### src/rtl/cpu_bus_pkg.sv
// Shared definitions for the CPU-side bus arbiter: FSM encoding, port IDs
// and default timing parameters.
package cpu_bus_pkg;

  typedef enum logic [1:0] {
    ST_IDLE = 2'd0,
    ST_BUS  = 2'd1,
    ST_DONE = 2'd2
  } state_t;

  // Port identifiers; also used as the round-robin "last grant" value.
  localparam logic PORT_I = 1'b0;
  localparam logic PORT_D = 1'b1;

  localparam int NUM_PORTS       = 2;
  localparam int DEFAULT_TIMEOUT = 255;
  localparam int DEFAULT_TO_W    = 8;

endpackage

### src/rtl/rr_arbiter2.sv
// Two-way round-robin grant: a lone requester always wins, and on a tie the
// port that did not win last time is chosen.
module rr_arbiter2
  import cpu_bus_pkg::*;
(
  input  logic i_req_i,
  input  logic i_req_d,
  input  logic i_last_grant,
  output logic o_valid,
  output logic o_grant
);

  // Pure combinational grant decision
  always_comb begin
    o_valid = i_req_i | i_req_d;
    o_grant = PORT_I;
    if (i_req_i && i_req_d) begin
      o_grant = ~i_last_grant;
    end else if (i_req_d) begin
      o_grant = PORT_D;
    end
  end

endmodule

### src/rtl/mem_bus_arbiter.sv
// Shares one IoTop-style slave bus between the instruction-fetch port (I,
// read-only) and the data port (D). One transaction at a time, strobes held
// until RDY or timeout, registered per-port ACK/RDATA/ERR.
module mem_bus_arbiter
  import cpu_bus_pkg::*;
#(
  parameter int TIMEOUT = DEFAULT_TIMEOUT,
  parameter int TO_W    = DEFAULT_TO_W
) (
  input  logic        CLK,
  input  logic        RST,
  input  logic        I_REQ,
  input  logic [31:0] I_ADDR,
  output logic        I_ACK,
  output logic [31:0] I_RDATA,
  output logic        I_ERR,
  input  logic        D_REQ,
  input  logic        D_WE,
  input  logic [31:0] D_ADDR,
  input  logic [31:0] D_WDATA,
  output logic        D_ACK,
  output logic [31:0] D_RDATA,
  output logic        D_ERR,
  output logic [31:0] B_ADDR,
  output logic [31:0] B_DIN,
  output logic        B_WE,
  output logic        B_RREQ,
  input  logic [31:0] B_DOUT,
  input  logic        B_RDY,
  output logic        BUSY
);

  state_t            r_state;
  logic              r_grant;
  logic              r_last_grant;
  logic [TO_W-1:0]   r_cnt;
  logic [31:0]       r_b_addr;
  logic [31:0]       r_b_din;
  logic              r_b_we;
  logic              r_b_rreq;
  logic              r_busy;
  logic              r_is_read;
  logic [31:0]       r_cap_data;
  logic              r_cap_err;

  logic              w_arb_valid;
  logic              w_arb_grant;
  logic              w_sel_we;
  logic [31:0]       w_sel_addr;
  logic [31:0]       w_sel_din;
  logic              w_ack_any;

  logic [NUM_PORTS-1:0] w_ack;
  logic [NUM_PORTS-1:0] w_err;
  logic [31:0]          w_rdata [NUM_PORTS];

  rr_arbiter2 u_arb (
    .i_req_i      (I_REQ),
    .i_req_d      (D_REQ),
    .i_last_grant (r_last_grant),
    .o_valid      (w_arb_valid),
    .o_grant      (w_arb_grant)
  );

  // Winner's request fields; the fetch port never writes
  assign w_sel_we   = (w_arb_grant == PORT_D) && D_WE;
  assign w_sel_addr = (w_arb_grant == PORT_D) ? D_ADDR : I_ADDR;
  assign w_sel_din  = (w_arb_grant == PORT_D) ? D_WDATA : 32'h0;

  // A requester still sees its ACK this cycle, so its REQ is stale; skip it
  assign w_ack_any = |w_ack;

  // Transaction sequencer: grant, hold strobes until RDY/timeout, complete
  always_ff @(posedge CLK or negedge RST) begin
    if (!RST) begin
      r_state      <= ST_IDLE;
      r_grant      <= PORT_I;
      r_last_grant <= PORT_D;
      r_cnt        <= '0;
      r_b_addr     <= '0;
      r_b_din      <= '0;
      r_b_we       <= 1'b0;
      r_b_rreq     <= 1'b0;
      r_busy       <= 1'b0;
      r_is_read    <= 1'b0;
      r_cap_data   <= '0;
      r_cap_err    <= 1'b0;
    end else begin
      case (r_state)
        ST_IDLE: begin
          if (w_arb_valid && !w_ack_any) begin
            r_grant   <= w_arb_grant;
            r_b_addr  <= w_sel_addr;
            r_b_din   <= w_sel_din;
            r_b_we    <= w_sel_we;
            r_b_rreq  <= ~w_sel_we;
            r_is_read <= ~w_sel_we;
            r_cnt     <= '0;
            r_busy    <= 1'b1;
            r_state   <= ST_BUS;
          end
        end
        ST_BUS: begin
          // RDY takes priority over an expiring timeout in the same cycle
          if (B_RDY) begin
            r_b_we     <= 1'b0;
            r_b_rreq   <= 1'b0;
            r_cap_data <= B_DOUT;
            r_cap_err  <= 1'b0;
            r_state    <= ST_DONE;
          end else if (r_cnt == TO_W'(TIMEOUT)) begin
            r_b_we     <= 1'b0;
            r_b_rreq   <= 1'b0;
            r_cap_data <= '0;
            r_cap_err  <= 1'b1;
            r_state    <= ST_DONE;
          end else begin
            r_cnt <= r_cnt + TO_W'(1);
          end
        end
        ST_DONE: begin
          r_last_grant <= r_grant;
          r_busy       <= 1'b0;
          r_state      <= ST_IDLE;
        end
        default: begin
          r_state <= ST_IDLE;
        end
      endcase
    end
  end

  // Per-port completion registers; the ACK pulse follows the DONE cycle
  for (genvar gi = 0; gi < NUM_PORTS; gi++) begin : g_port
    localparam logic MY_PORT = 1'(gi);

    logic        r_ack;
    logic        r_err;
    logic [31:0] r_rdata;

    // Pulse ACK and publish result when this port's transaction finishes
    always_ff @(posedge CLK or negedge RST) begin
      if (!RST) begin
        r_ack   <= 1'b0;
        r_err   <= 1'b0;
        r_rdata <= '0;
      end else if (r_state == ST_DONE && r_grant == MY_PORT) begin
        r_ack <= 1'b1;
        r_err <= r_cap_err;
        // Stores leave the read-data register untouched
        if (r_is_read) begin
          r_rdata <= r_cap_data;
        end
      end else begin
        r_ack <= 1'b0;
      end
    end

    assign w_ack[gi]   = r_ack;
    assign w_err[gi]   = r_err;
    assign w_rdata[gi] = r_rdata;
  end

  assign I_ACK   = w_ack[PORT_I];
  assign I_ERR   = w_err[PORT_I];
  assign I_RDATA = w_rdata[PORT_I];
  assign D_ACK   = w_ack[PORT_D];
  assign D_ERR   = w_err[PORT_D];
  assign D_RDATA = w_rdata[PORT_D];

  assign B_ADDR  = r_b_addr;
  assign B_DIN   = r_b_din;
  assign B_WE    = r_b_we;
  assign B_RREQ  = r_b_rreq;
  assign BUSY    = r_busy;

endmodule

### config.mk
export PLATFORM = sky130hd
export DESIGN_NAME = mem_bus_arbiter
export DESIGN_NICKNAME = d
export VERILOG_FILES = /design/src/rtl/cpu_bus_pkg.sv /design/src/rtl/rr_arbiter2.sv /design/src/rtl/mem_bus_arbiter.sv
export SDC_FILE = /design/constraint.sdc
export NUM_CORES = 1
export LEC_CHECK = 0
export CAP_MARGIN = 20
export CORE_MARGIN = 2
export CORE_UTILIZATION = 25
export CTS_CLUSTER_SIZE = 14
export DETAILED_ROUTE_END_ITERATION = 12
export PLACE_DENSITY_LB_ADDON = 0.1
export SLEW_MARGIN = 0
export SYNTH_ARGS = -nofsm -noshare
export SYNTH_HDL_FRONTEND = slang
export SYNTH_SLANG_ARGS = --single-unit
### constraint.sdc
create_clock -name CLK -period 2.2 [get_ports CLK]
set_input_delay 0.33 -clock CLK [delete_from_list [all_inputs] [get_ports CLK]]
set_output_delay 0.33 -clock CLK [all_outputs]
set_load 0.01 [all_outputs]
==> flow_summary.ini <==
[setup_path]
path_class = flop to flop
cp-start-kind = flop
slowest_stage = nor4_1
path_max_fanout = 5
cpPeakStageDelay_ns = 0.44
crit_required_ns = 2.50
worstSetupEndpointType = flop
cp.arrival_ns = 2.24
crit_chain = nor4_1 -> buf_4 -> o21a_1 -> nor2_2 -> a221o_1

[floorplan]
std_cell_rows = 61
dieArea_um2 = 29900
die_w_um = 173
io_pins = 269
core_region_area_um2 = 27900
die_h_um = 173
initial_core_util = 0.256

[layout]
final_cell_count_no_fill = 1241
fin_nets = 985
antennaDiodeCount = 0
drive_gt1_frac = 0.149
syn_to_final_growth_pct = 54.1
fill_cells = 2750

[timing]
tightestPinTransition_ns = 0.522
fin_skew_ns = 0.0159
finalSetupTns_ns = 0
max_slew_margin = 0.650
fin_crit_sh = 0.882
rsz0062_at_grt = no
fmax_mhz = 515
setup_violations = 0
hold_viol = 0
final.setup.worst_slack_ns = 0.260
maxSlewViolCount = 0
period_needed_ns = 1.94

[synth]
synth_edf_count = 0
synthTopCellsByCount = 180 x dfrtp_1, 108 x nand2_1, 63 x mux2_2
synthAdderAreaFrac = 0.00175
synthCells = 576
ys_top_cells_by_area = dfrtp_1 63%, mux2_2 9.9%, nand2_1 5.7%
synth_compound_gate_area_share = 0.0854
async_flop_share = 1.00
synth_nets = 711
synth.most_common_cell = dfrtp_1
synthMuxAreaShare = 0.150
synthXorXnorAreaFrac = 0
yosysWarnings = 0
ys_seq_elements = 181
synth_top_family_by_area = multiplexers
synth_cell_types = 38
ys_seq_area_frac = 0.635
synth_area_um2 = 7140
synth_top_area_frac = 0.631
synthFlopType = dfrtp_1
synth_top_cell_by_area = dfrtp_1
synthSimpleGateAreaFrac = 0.101
avgSynthCellArea_um2 = 12.4

[cts]
cts_resized = 0
cts_buffer_depth = 2
cts_tree = done
ctsRootBufferMaster = clkbuf_16
clk_pin_slew_ns = 0.08
htreeDepth = 4
clock-sinks = 181
clock_latency_ns = 0.43
numCtsBuffers = 17

[flow_run]
drv_cap = 0

[routing]
firstDrtPassIters = 4
routed_wl_um = 20900
drc = 0
vias_per_cell = 4.34
drtAntennaViolNets = 0
wl_per_cell_um = 16.8
vias = 5383
first_iter_violations = 185

[power]
p_sw_mw = 4.90
p_per_area_nw_per_um2 = 1320
internal_power_mw = 9.65
p_comb_frac = 0.413
pwr-share-seq = 0.388
p_sw_frac = 0.337
p_leak_nw = 4.92
max-vdd-ir-drop_mv = 0.521
pwr-share-clk = 0.199

[global_route]
grt_antenna_before_repair = 0
grt_pass1_vias = 5922
grt_usage = 0.141
grt_overflow = 0
grt_pass1_wl_um = 33300
grt_start_max_net_pins = 61

[status]
outcome = finished clean

[placement]
place_ws_ns = 0.177
place_hpwl_um = 15000
place.port_buffers = 268
dp.cells = 1208
place_congestion = 0.750

[min_path]
min_path_type = primary input to asynchronous set/reset pin
## timing repair
item                      CTS  global route
buffers inserted            0             0
hold endpoints to repair   21             0
hold buffers                1             0
## layer usage
metal  wire, um  track usage  vias up  part of all wire
met5          0            0        -                 0
met4        323       0.0381        0             0.015
met3       1020       0.0411       15             0.049
met2      11000        0.261      134              0.53
met1       8500        0.158     2686              0.41
li1           -            -     2548                 -
## flip-flops by register name, indices dropped and copies added (netlist names), 2 cells and up
register	count
I_RDATA	32
D_RDATA	32
B_DIN	32
r_cap_data	32
B_ADDR	32
r_cnt	8
r_state	2
## stage by stage
step	hold slack, ns	util	total power, mW	area [um2]
after floorplan	0.0344	-	8.22	7140
after global placement	0.212	0.374	11.6	10400
after detailed placement	0.221	0.374	11.8	10400
after CTS	0.318	0.394	14.8	11000
after global routing	0.343	0.394	15.5	11000
final	0.323	0.394	14.6	11000
## power by group through the flow
stage          Sequential, mW  Combinational [mW]  Clock (mW)
2_1_floorplan            6.06                2.16           0
3_3_place_gp             5.60                6.03           0
3_5_place_dp             5.70                6.12           0
4_1_cts                  5.66                6.14        3.01
5_1_grt                  5.84                6.49        3.16
6_report                 5.64                6.01        2.90
## cells in the final DEF, fill, tap and decap left out, drive strengths merged, types with 18 or more instances in the layout
cell type      netlist  routed
clkdlybuf4s50        0     267
dfrtp              180     180
nand2              109     109
mux2                66      66
o21ai               39      39
nand3               34      34
mux2i               33      33
a22o                33      33
buf                 17      24
clkbuf              20      18
## cell families after synthesis
group                      after synthesis
AOI/OAI and AO/OA                       87
muxes                                   99
adders and majority gates                1
and+or+nand+nor                        166
buffers and inverters                   42
DFF                                    181
## worst max-delay path: cells and delay by family (launching register included)
family	cells	cell delay (ns)
flip-flops	1	0.43
buffers and inverters	1	0.21
AO/OA/AOI/OAI	2	0.64
AND/OR/NAND/NOR	2	0.56
## final cells by class
class / count / area (um2) / area share
Tap cell: 378 / 473 / 0.0430
Clock inverter: 14 / 120 / 0.0109
Inverter: 5 / 18.8 / 0.00171
Sequential cell: 181 / 4530 / 0.412
Multi-Input combinational cell: 353 / 2450 / 0.223
Timing Repair Buffer: 292 / 2980 / 0.271
Clock buffer: 18 / 429 / 0.0390
## worst paths after layout
path                             from             to  slack [ns]  depth (start not counted)
setup / recovery           r_state[1]       r_cnt[5]        0.26                          5
hold / removal                    RST       B_DIN[1]        0.32                          2
setup reg to reg           r_state[1]       r_cnt[5]        0.26                          5
hold reg to reg             B_DIN[29]      B_DIN[29]        0.47                          2
max in group asynchronous         RST  r_cap_data[7]        1.23                          3
min in group CLK           D_WDATA[4]       B_DIN[4]        0.44                          3
Power figures use the tool's default switching activity.
